===== config.mk =====
export PLATFORM = sky130hd
export DESIGN_NAME = mix_i2s_tx
export DESIGN_NICKNAME = d
export VERILOG_FILES = /design/src/rtl/mix_i2s_tx.sv
export SDC_FILE = /design/constraint.sdc
export NUM_CORES = 1
export LEC_CHECK = 0
export BUFFER_PORTS_ARGS = -buffer_cell sky130_fd_sc_hd__clkbuf_2
export CAP_MARGIN = 10
export CORE_UTILIZATION = 50
export DETAILED_ROUTE_END_ITERATION = 6
export PLACE_DENSITY = 0.66
export RECOVER_POWER = 25
export SYNTH_ARGS = -nofsm -noshare
export SYNTH_HDL_FRONTEND = slang
export SYNTH_SLANG_ARGS = --single-unit

===== constraint.sdc =====
create_clock -name clk_in -period 12.15 [get_ports clk_in]
set_input_delay 0.6075 -clock clk_in [delete_from_list [all_inputs] [get_ports clk_in]]
set_output_delay 0.6075 -clock clk_in [all_outputs]
set_load 0.005 [all_outputs]

===== src/rtl/mix_i2s_tx.sv =====
// mix_i2s_tx: per-channel gain/mute mixer with a saturating sum,
// sent as mono I2S (same word in both halves), 256 clk_in per frame.
module mix_i2s_tx #(
    parameter int WIDTH    = 16,
    parameter int CHANNELS = 4
) (
    input  logic                      clk_in,
    input  logic                      rst_in,
    input  logic [CHANNELS*WIDTH-1:0] data_wet,
    input  logic [CHANNELS*8-1:0]     gain,
    input  logic [CHANNELS-1:0]       mute,
    input  logic                      sample_valid,
    output logic                      sample_ready,
    output logic                      i2s_bclk,
    output logic                      i2s_lrclk,
    output logic                      i2s_sdata,
    output logic                      clip_out,
    output logic                      overrun_out,
    output logic                      underrun_out
);

    localparam int CW = $clog2(CHANNELS);
    localparam int AW = WIDTH + 9 + CW;
    localparam int KW = (CHANNELS > 1) ? CW : 1;
    localparam int PW = WIDTH + 9;

    localparam logic [KW-1:0] K_LAST = KW'(CHANNELS - 1);

    localparam logic signed [AW-1:0] SMAX =
        {{(AW-WIDTH+1){1'b0}}, {(WIDTH-1){1'b1}}};
    localparam logic signed [AW-1:0] SMIN =
        {{(AW-WIDTH+1){1'b1}}, {(WIDTH-1){1'b0}}};

    typedef enum logic [1:0] {
        IDLE,
        MAC,
        SAT
    } state_t;

    state_t state_q;
    state_t state_d;

    logic [KW-1:0]           k_q;
    logic signed [AW-1:0]    acc_q;
    logic signed [WIDTH-1:0] smp_q [CHANNELS];
    logic [7:0]              gain_q [CHANNELS];
    logic [CHANNELS-1:0]     mute_q;

    logic [WIDTH-1:0]        pend_q;
    logic                    pend_vld_q;
    logic [WIDTH-1:0]        out_word_q;
    logic [7:0]              cnt_q;

    logic signed [PW-1:0]    prod;
    logic signed [AW-1:0]    sh;
    logic                    sat_hi;
    logic                    sat_lo;
    logic [WIDTH-1:0]        sat_word;
    logic [4:0]              slot;
    logic                    sdata_d;
    logic                    frame_load;

    assign frame_load   = (cnt_q == 8'hFF);
    assign sample_ready = (state_q == IDLE);

    // Event pulses are reported in the cycle the event happens.
    assign clip_out = !rst_in && (state_q == SAT) && (sat_hi || sat_lo);
    assign overrun_out = !rst_in &&
        ((sample_valid && state_q != IDLE) ||
         (state_q == SAT && pend_vld_q && !frame_load));
    assign underrun_out = !rst_in && frame_load && !pend_vld_q;

    // Next-state logic for the capture/accumulate/saturate sequence.
    always_comb begin
        state_d = state_q;
        unique case (state_q)
            IDLE:    if (sample_valid) state_d = MAC;
            MAC:     if (k_q == K_LAST) state_d = SAT;
            SAT:     state_d = IDLE;
            default: state_d = IDLE;
        endcase
    end

    // Weighted contribution of the channel selected by k.
    always_comb begin
        prod = '0;
        if (!mute_q[k_q])
            prod = PW'(smp_q[k_q]) * PW'($signed({1'b0, gain_q[k_q]}));
    end

    // Drop the Q1.7 fraction and clamp to the output word range.
    always_comb begin
        sh       = acc_q >>> 7;
        sat_hi   = (sh > SMAX);
        sat_lo   = (sh < SMIN);
        sat_word = sh[WIDTH-1:0];
        if (sat_hi)
            sat_word = SMAX[WIDTH-1:0];
        else if (sat_lo)
            sat_word = SMIN[WIDTH-1:0];
    end

    // Pick the serial bit for the current slot; slot 0 is padding.
    always_comb begin
        slot    = cnt_q[6:2];
        sdata_d = 1'b0;
        for (int i = 1; i <= WIDTH; i++)
            if (slot == 5'(i))
                sdata_d = out_word_q[WIDTH-i];
    end

    // Mixer state register.
    always_ff @(posedge clk_in) begin
        if (rst_in)
            state_q <= IDLE;
        else
            state_q <= state_d;
    end

    // Sample capture and multiply-accumulate datapath.
    always_ff @(posedge clk_in) begin
        if (rst_in) begin
            k_q    <= '0;
            acc_q  <= '0;
            mute_q <= '0;
            for (int c = 0; c < CHANNELS; c++) begin
                smp_q[c]  <= '0;
                gain_q[c] <= '0;
            end
        end else if (state_q == IDLE && sample_valid) begin
            k_q    <= '0;
            acc_q  <= '0;
            mute_q <= mute;
            for (int c = 0; c < CHANNELS; c++) begin
                smp_q[c]  <= data_wet[c*WIDTH +: WIDTH];
                gain_q[c] <= gain[c*8 +: 8];
            end
        end else if (state_q == MAC) begin
            acc_q <= acc_q + AW'(prod);
            k_q   <= k_q + KW'(1);
        end
    end

    // Pending slot and frame word; a frame load sees the old pending.
    always_ff @(posedge clk_in) begin
        if (rst_in) begin
            pend_q     <= '0;
            pend_vld_q <= 1'b0;
            out_word_q <= '0;
        end else begin
            if (frame_load) begin
                if (pend_vld_q)
                    out_word_q <= pend_q;
                pend_vld_q <= 1'b0;
            end
            if (state_q == SAT) begin
                pend_q     <= sat_word;
                pend_vld_q <= 1'b1;
            end
        end
    end

    // Frame counter and registered I2S pins.
    always_ff @(posedge clk_in) begin
        if (rst_in) begin
            cnt_q     <= '0;
            i2s_bclk  <= 1'b0;
            i2s_lrclk <= 1'b0;
            i2s_sdata <= 1'b0;
        end else begin
            cnt_q     <= cnt_q + 8'd1;
            i2s_bclk  <= cnt_q[1];
            i2s_lrclk <= cnt_q[7];
            i2s_sdata <= sdata_d;
        end
    end

endmodule


==> summary.md, run 1 <==
| Metric | Value |
|---|---|
| Cells taking the most area after synthesis | edfxtp_1 22%, fa_1 16%, dfxtp_1 12% |
| Hold buffer count at CTS | 0 |
| Design internal power | 1.45 mW |
| Fill cells | 2328 |
| Minimum clock period after layout | 8.18 ns |
| Overall routing resource usage | 0.198 |
| CTS H-tree depth | 4 |
| Met3 Resource Use GR | 0.0263 |
| Cell at the slowest stage of the critical path | dfxtp_2 |
| Overflow after GRT | 0 |
| Worst IR drop on VDD | 98.6 uV |
| Post-route DRC violation count | 2 |
| Critical register-to-register path endpoint | acc_q[26] |
| Maximum clock path buffer count | 2 |
| Most used standard cells in the synthesized netlist | 177 x inv_1, 158 x and2_1, 145 x nand2_1 |
| Part of the power in the clock network | 0.241 |
| Vias in the first global route | 9017 |
| Total Neg Setup Slack | 0 ns |
| GP Congestion | 0.829 |
| Worst path buffer plus inverter count | 3 |
| Sinks on Clock Net | 177 |
| Largest net degree at the start of global routing | 101 |
| Count of final setup violators | 0 |
| Clock skew | 0.0215 ns |
| CTS Root Cell | clkbuf_16 |
| Area of the multi-input gates | 7810 um2 |
| Switching Share | 0.402 |
| Number of pins exceeding their max-slew limit in the final report | 198 |
| Syn_nets | 1629 |
| Flip-flop and latch count after synthesis | 177 |
| Dominant synthesized flop cell | edfxtp_1 |
| Distinct cell type count of the synthesized netlist | 60 |
| TritonRoute pass-1 iters | 7 |
| Core area | 26000 um2 |
| Top cell type's share of synthesized area | 0.219 |
| Top cell family by delay on the critical path | compound AO/OA/AOI/OAI gates |
| Leakage power summed over all cells | 6.70 nW |
| Share of post-route cells with drive strength above 1 | 0.125 |
| Via count of the routed design | 9145 |
| Layer with the highest usage after global routing | met2 |
| Power per Cell Area | 165 nW/um2 |
| Num rows | 59 |
| Per-cell via count in the routed design | 5.16 |
| # IOs | 110 |
| Final cell count without fillers | 1772 |
| Initial antenna violation count | 0 |
| Fraction of registers with async set or reset after synthesis | 0 |
| Leading area contributor after synthesis | edfxtp_1 |
| CP startpoint kind | flip-flop |
| Total Nets Final | 1708 |
| Count of warnings emitted by yosys | 0 |
| Die span in y | 164 um |
| Switching power | 971 uW |
| Final Hold Viols | 0 |
| Max Fanout on Critical Path | 24 |
| Count of flip-flops with a built-in enable after synthesis | 96 |
| Met2 Usage GRT | 0.335 |
| Hpwl dp | 19.3 mm |
| Period utilization | 0.673 |
| Antenna Diode Count | 0 |
| Violated checks | design-rule violations, max-capacitance violations, max-slew violations |
| Clock network latency to the later pin of the worst-skew pair | 0.44 ns |
| Run status | complete, but fails checks |
| Part of the Yosys area used for sequential elements | 0.342 |
| PortBufs | 109 |
| Routed Wire Length | 25.3 mm |
| CP Capture Type | flip-flop |
| Max-Slew Margin vs Limit | -0.922 |
| Actual slew at the worst max-slew pin | 2.88 ns |
| Origin of the worst min-delay path | mute[0] |
| Per-cell routed wire length | 14.3 um |
| Inst Count DP | 1740 |
| Global-route wire length before repair | 42.8 mm |
| Post-synth design cell area | 13200 um2 |
| Most common cell in the netlist | inv_1 |
| Arrival time of the worst setup path | 8.52 ns |
| Post-CTS setup buffers | 0 |
| Combinational power share | 0.464 |
| Worst Setup Path Type | flip-flop to flip-flop |
| Number of DRC markers after the initial detailed-route iteration | 453 |
| Antenna-violating nets left | 0 |
| Fmax | 0.122 GHz |
| Starting utilization of the core area | 0.507 |
| Die Footprint | 27000 um2 |
| Part of the total power dissipated in sequential elements | 0.295 |
| Syn Inst Count | 1345 |
| Hold/Removal Path Class | input port to flip-flop |
| Met1 layer usage reported by global route | 0.269 |
| CP required | 12.49 ns |
| TritonCTS clock tree | done |
| Area delta synth->final | 10.9% |
| Horizontal extent of the die | 164 um |
| Clock transition at the registers of the reported paths | 0.08 ns |
| RSZ-0062 raised after global routing | false |
| Flip-flop and latch area | 4510 um2 |
| Maximum Capacitance Violations | 3 |
| Mean post-synth cell area | 9.80 um2 |
| Worst Reg2Reg Path Length in Cells | 28 |
| CP Depth | 28 |
| Crit path capture | acc_q[26] |
| Number of resized instances in the post-cts repair step | 0 |
| CTS buffer count | 17 |
| Slowest cell delay on critical path | 0.92 ns |
| Flop-to-flop setup slack | 3.97 ns |
==> metrics by stage <==
| stage | power (mW) | util | hold WS, ns | setup WS, ns | area, um2 |
|---|---|---|---|---|---|
| CTS | 2.44 | 0.563 | 0.359 | 3.88 | 14600 |
| finish | 2.42 | 0.562 | 0.376 | 3.97 | 14600 |
| global route | 2.63 | 0.562 | 0.373 | 3.47 | 14600 |
| global placement | 1.83 | 0.539 | 0.428 | 4.02 | 14000 |
| floorplan | 1.63 | - | 0.418 | 4.30 | 13200 |
| detailed placement | 1.85 | 0.539 | 0.439 | 3.90 | 14000 |
==> area by class of cell <==
cell class	count	area share
timing repair buffer	115	0.0396
clock inverter	15	0.0141
tap	335	0.0287
multi-input combinational	936	0.535
inverter	177	0.0456
sequential	177	0.308
clock buffer	17	0.0291
==> power groups by stage <==
stage,Clock (mW),Sequential [mW],Combinational (mW)
6_report,0.582,0.713,1.12
5_1_grt,0.617,0.721,1.30
4_1_cts,0.596,0.714,1.13
3_5_place_dp,0,0.727,1.12
3_3_place_gp,0,0.726,1.10
2_1_floorplan,0,0.714,0.917
==> flip-flops by register name, summed over array words and instances, names as in the netlist, named ones only <==
| register | cells |
|---|---|
| i2s_lrclk | 1 |
| pend_q | 16 |
| cnt_q | 8 |
| mute_q | 4 |
| i2s_bclk | 1 |
| acc_q | 27 |
| pend_vld_q | 1 |
| state_q | 2 |
| i2s_sdata | 1 |
| out_word_q | 16 |
| smp_q | 64 |
| k_q | 2 |
| gain_q | 32 |
==> how the worst min path moves through the flow <==
stage | endpoint | cells after the start
after floorplan | cnt_q[0] | 1
after global routing | mute_q[3] | 2
after global placement | cnt_q[0] | 1
final | mute_q[0] | 2
after detailed placement | cnt_q[0] | 1
after CTS | mute_q[0] | 2
==> cells by family (layout without fill, tap and decap cells) <==
family          count (synthesis)  after routing  share of synthesized area
simple gates                  473            473                      0.183
compound gates                200            200                     0.0959
flops                         177            177                      0.342
mux                            47             47                     0.0594
fa+ha+maj                     181            181                      0.230
buf+inv                       232            324                     0.0662
xor+xnor                       35             35                     0.0233
==> routing by layer <==
metal / routed length (um) / vias up
li1: - / 4624
met3: 704 / 21
met2: 12300 / 154
met1: 12000 / 4346
met5: 0 / -
met4: 235 / 0
==> layout by cell type (no fill, tap or decap), types with 4 or more instances in the layout <==
cell type	n
clkbuf_2	106
inv_12	5
o21bai_1	4
and2_0	13
fa_1	103
nand2b_1	10
a31oi_1	5
nor4_1	6
and3_1	10
nor3_1	11
mux2i_1	22
mux4_2	25
buf_4	4
a22o_1	4
inv_1	176
o21a_1	11
or3_1	8
a21o_1	12
clkinv_8	4
xor2_1	11
nor2b_1	13
o211ai_1	20
nand2_1	145
clkbuf_1	5
a211oi_1	8
dfxtp_1	80
nand3_1	15
xnor2_1	24
and2_1	145
o21ai_0	33
edfxtp_1	96
clkbuf_16	17
a21oi_1	78
ha_1	78
nor2_1	76
Power figures use the tool's default switching activity.
==> inputs of run 2 (changes only) <==
==> constraint.sdc (replaced) <==
create_clock -name clk_in -period 7.8 [get_ports clk_in]
set_input_delay 0.39 -clock clk_in [delete_from_list [all_inputs] [get_ports clk_in]]
set_output_delay 0.39 -clock clk_in [all_outputs]
set_load 0.005 [all_outputs]
==> run 2 against run 1 <==
Register-to-register slack worse by 3.7 ns. Count of clock-buffer cells in the layout is the same. The flow finishes with violations (max-capacitance violations, max-slew violations). First-iteration DRC count shrank 4.9%. Largest power group unchanged. Sequential share of layout area is 0.45 points lower. Cell area increased by 1.5%.
==> summary.md, run 2 (same netlist as run 1, synthesis figures left out) <==
| Metric | Value |
|---|---|
| Hold buffer count at CTS | 0 |
| Maximum clock path buffer count | 2 |
| Design internal power | 2.27 mW |
| Power per Cell Area | 256 nW/um2 |
| CTS Root Cell | clkbuf_16 |
| CP Capture Type | flip-flop |
| Sinks on Clock Net | 177 |
| Die span in y | 164 um |
| TritonRoute pass-1 iters | 5 |
| Fmax | 0.133 GHz |
| Count of final setup violators | 0 |
| Clock transition at the registers of the reported paths | 0.08 ns |
| Initial antenna violation count | 0 |
| CP startpoint kind | flip-flop |
| Actual slew at the worst max-slew pin | 2.95 ns |
| RSZ-0062 raised after global routing | false |
| GP Congestion | 0.820 |
| Antenna Diode Count | 0 |
| CTS buffer count | 17 |
| Hold/Removal Path Class | input port to flip-flop |
| Starting utilization of the core area | 0.507 |
| PortBufs | 109 |
| Part of the total power dissipated in sequential elements | 0.292 |
| Clock skew | 0.0207 ns |
| CP required | 8.12 ns |
| Slowest cell delay on critical path | 0.59 ns |
| Number of pins exceeding their max-slew limit in the final report | 154 |
| Routed Wire Length | 25.7 mm |
| # IOs | 110 |
| Cell at the slowest stage of the critical path | mux4_2 |
| Final cell count without fillers | 1791 |
| Leading cell types in the layout, fill and taps excluded | 176 x inv_1, 146 x and2_1, 145 x nand2_1 |
| Combinational power share | 0.474 |
| Top cell family by delay on the critical path | adder cells |
| Antenna-violating nets left | 0 |
| Horizontal extent of the die | 164 um |
| TritonCTS clock tree | done |
| Most common cell after layout, fill and taps aside | inv_1 |
| Worst Setup Path Type | flip-flop to flip-flop |
| Switching power | 1.53 mW |
| Via count of the routed design | 9220 |
| Part of the power in the clock network | 0.234 |
| Max reg flops | 64 |
| Total Neg Setup Slack | 0 ns |
| Biggest register | smp_q |
| Clock network latency to the later pin of the worst-skew pair | 0.44 ns |
| Arrival time of the worst setup path | 7.82 ns |
| Num rows | 59 |
| Die Footprint | 27000 um2 |
| Number of DRC markers after the initial detailed-route iteration | 431 |
| CTS H-tree depth | 4 |
| Maximum Capacitance Violations | 2 |
| Switching Share | 0.402 |
| Max-Slew Margin vs Limit | -0.965 |
| Fill cells | 2273 |
| Post-route DRC violation count | 0 |
| Area delta synth->final | 12.6% |
| Violated checks | max-capacitance violations, max-slew violations |
| Overflow after GRT | 0 |
| Overall routing resource usage | 0.201 |
| Worst path buffer plus inverter count | 4 |
| Largest registers ranked by flip-flop count | smp_q x64, gain_q x32, acc_q x27 |
| Max Fanout on Critical Path | 12 |
| Share of post-route cells with drive strength above 1 | 0.140 |
| Run status | complete, but fails checks |
| Global-route wire length before repair | 43.1 mm |
| Per-cell via count in the routed design | 5.15 |
| Period utilization | 0.961 |
| Final Hold Viols | 0 |
| Total Nets Final | 1727 |
| Inst Count DP | 1747 |
| Worst IR drop on VDD | 165 uV |
| Largest net degree at the start of global routing | 101 |
| Hpwl dp | 20.1 mm |
| Minimum clock period after layout | 7.50 ns |
| Per-cell routed wire length | 14.3 um |
| Leakage power summed over all cells | 6.82 nW |
| Core area | 26000 um2 |
| Most common cell type on the critical path | fa_1 |
| Vias in the first global route | 9147 |
## run 2: power groups by stage
stage	Sequential [mW]	Combinational [mW]	Clock, mW
2_1_floorplan	1.11	1.43	0
3_5_place_dp	1.13	1.77	0
3_3_place_gp	1.13	1.74	0
6_report	1.11	1.80	0.888
4_1_cts	1.11	1.78	0.906
5_1_grt	1.12	2.07	0.942
## run 2: final timing paths
check | end | start | cells after the start | slack [ns]
max | acc_q[26] | flip-flop | 27 | 0.30
min | mute_q[0] | mute[0] | 2 | 0.17
max reg2reg | acc_q[26] | flip-flop | 27 | 0.30
min reg2reg | cnt_q[0] | cnt_q[0] | 1 | 0.45
## run 2: repair_timing
item,in CTS,in global routing
resized for setup,0,8
setup endpoints to repair,0,6
setup buffers,0,11
## run 2: cell type report
| type | count | area [um2] | share of cell area |
|---|---|---|---|
| inverter | 177 | 667 | 0.0449 |
| timing repair buffer | 134 | 768 | 0.0518 |
| clock inverter | 15 | 203 | 0.0137 |
| multi-input combinational | 936 | 7850 | 0.529 |
| clock buffer | 17 | 425 | 0.0287 |
| sequential | 177 | 4510 | 0.304 |
| tap | 335 | 419 | 0.0283 |
## run 2: layer usage
| layer | vias up | global-route usage | wire [um] |
|---|---|---|---|
| met5 | - | 0 | 0 |
| met4 | 0 | 0.0492 | 231 |
| met3 | 13 | 0.0288 | 751 |
| met2 | 137 | 0.348 | 12700 |
| met1 | 4399 | 0.263 | 12000 |
| li1 | 4671 | - | - |
## run 2: worst reg2reg max path, cell delays in order (launching register included)
cell,delay [ns]
dfxtp_4,0.39
buf_12,0.16
mux4_2,0.60
and2_1,0.21
fa_1,0.46
fa_1,0.58
inv_1,0.06
fa_1,0.46
fa_1,0.54
inv_1,0.04
ha_1,0.31
inv_1,0.09
o21bai_1,0.09
a2111o_1,0.46
o21ai_2,0.10
nor2_1,0.08
o31a_1,0.24
o311a_1,0.30
ha_2,0.21
or3_4,0.41
o221ai_4,0.23
nor3b_1,0.09
a21o_1,0.18
or3_1,0.35
a31o_1,0.22
o21a_1,0.12
o31a_1,0.23
o21a_1,0.18
## run 2: through the flow
step / hold slack, ns / power [mW] / worst slack [ns] / area (um2) / util
6_report: 0.168 / 3.80 / 0.305 / 14800 / 0.571
5_1_grt: 0.168 / 4.13 / 0.0481 / 14800 / 0.571
4_1_cts: 0.151 / 3.80 / 0.0751 / 14700 / 0.566
3_5_place_dp: 0.436 / 2.90 / 0.0787 / 14100 / 0.542
3_3_place_gp: 0.429 / 2.86 / 0.237 / 14100 / 0.542
2_1_floorplan: 0.418 / 2.54 / 0.0199 / 13200 / -
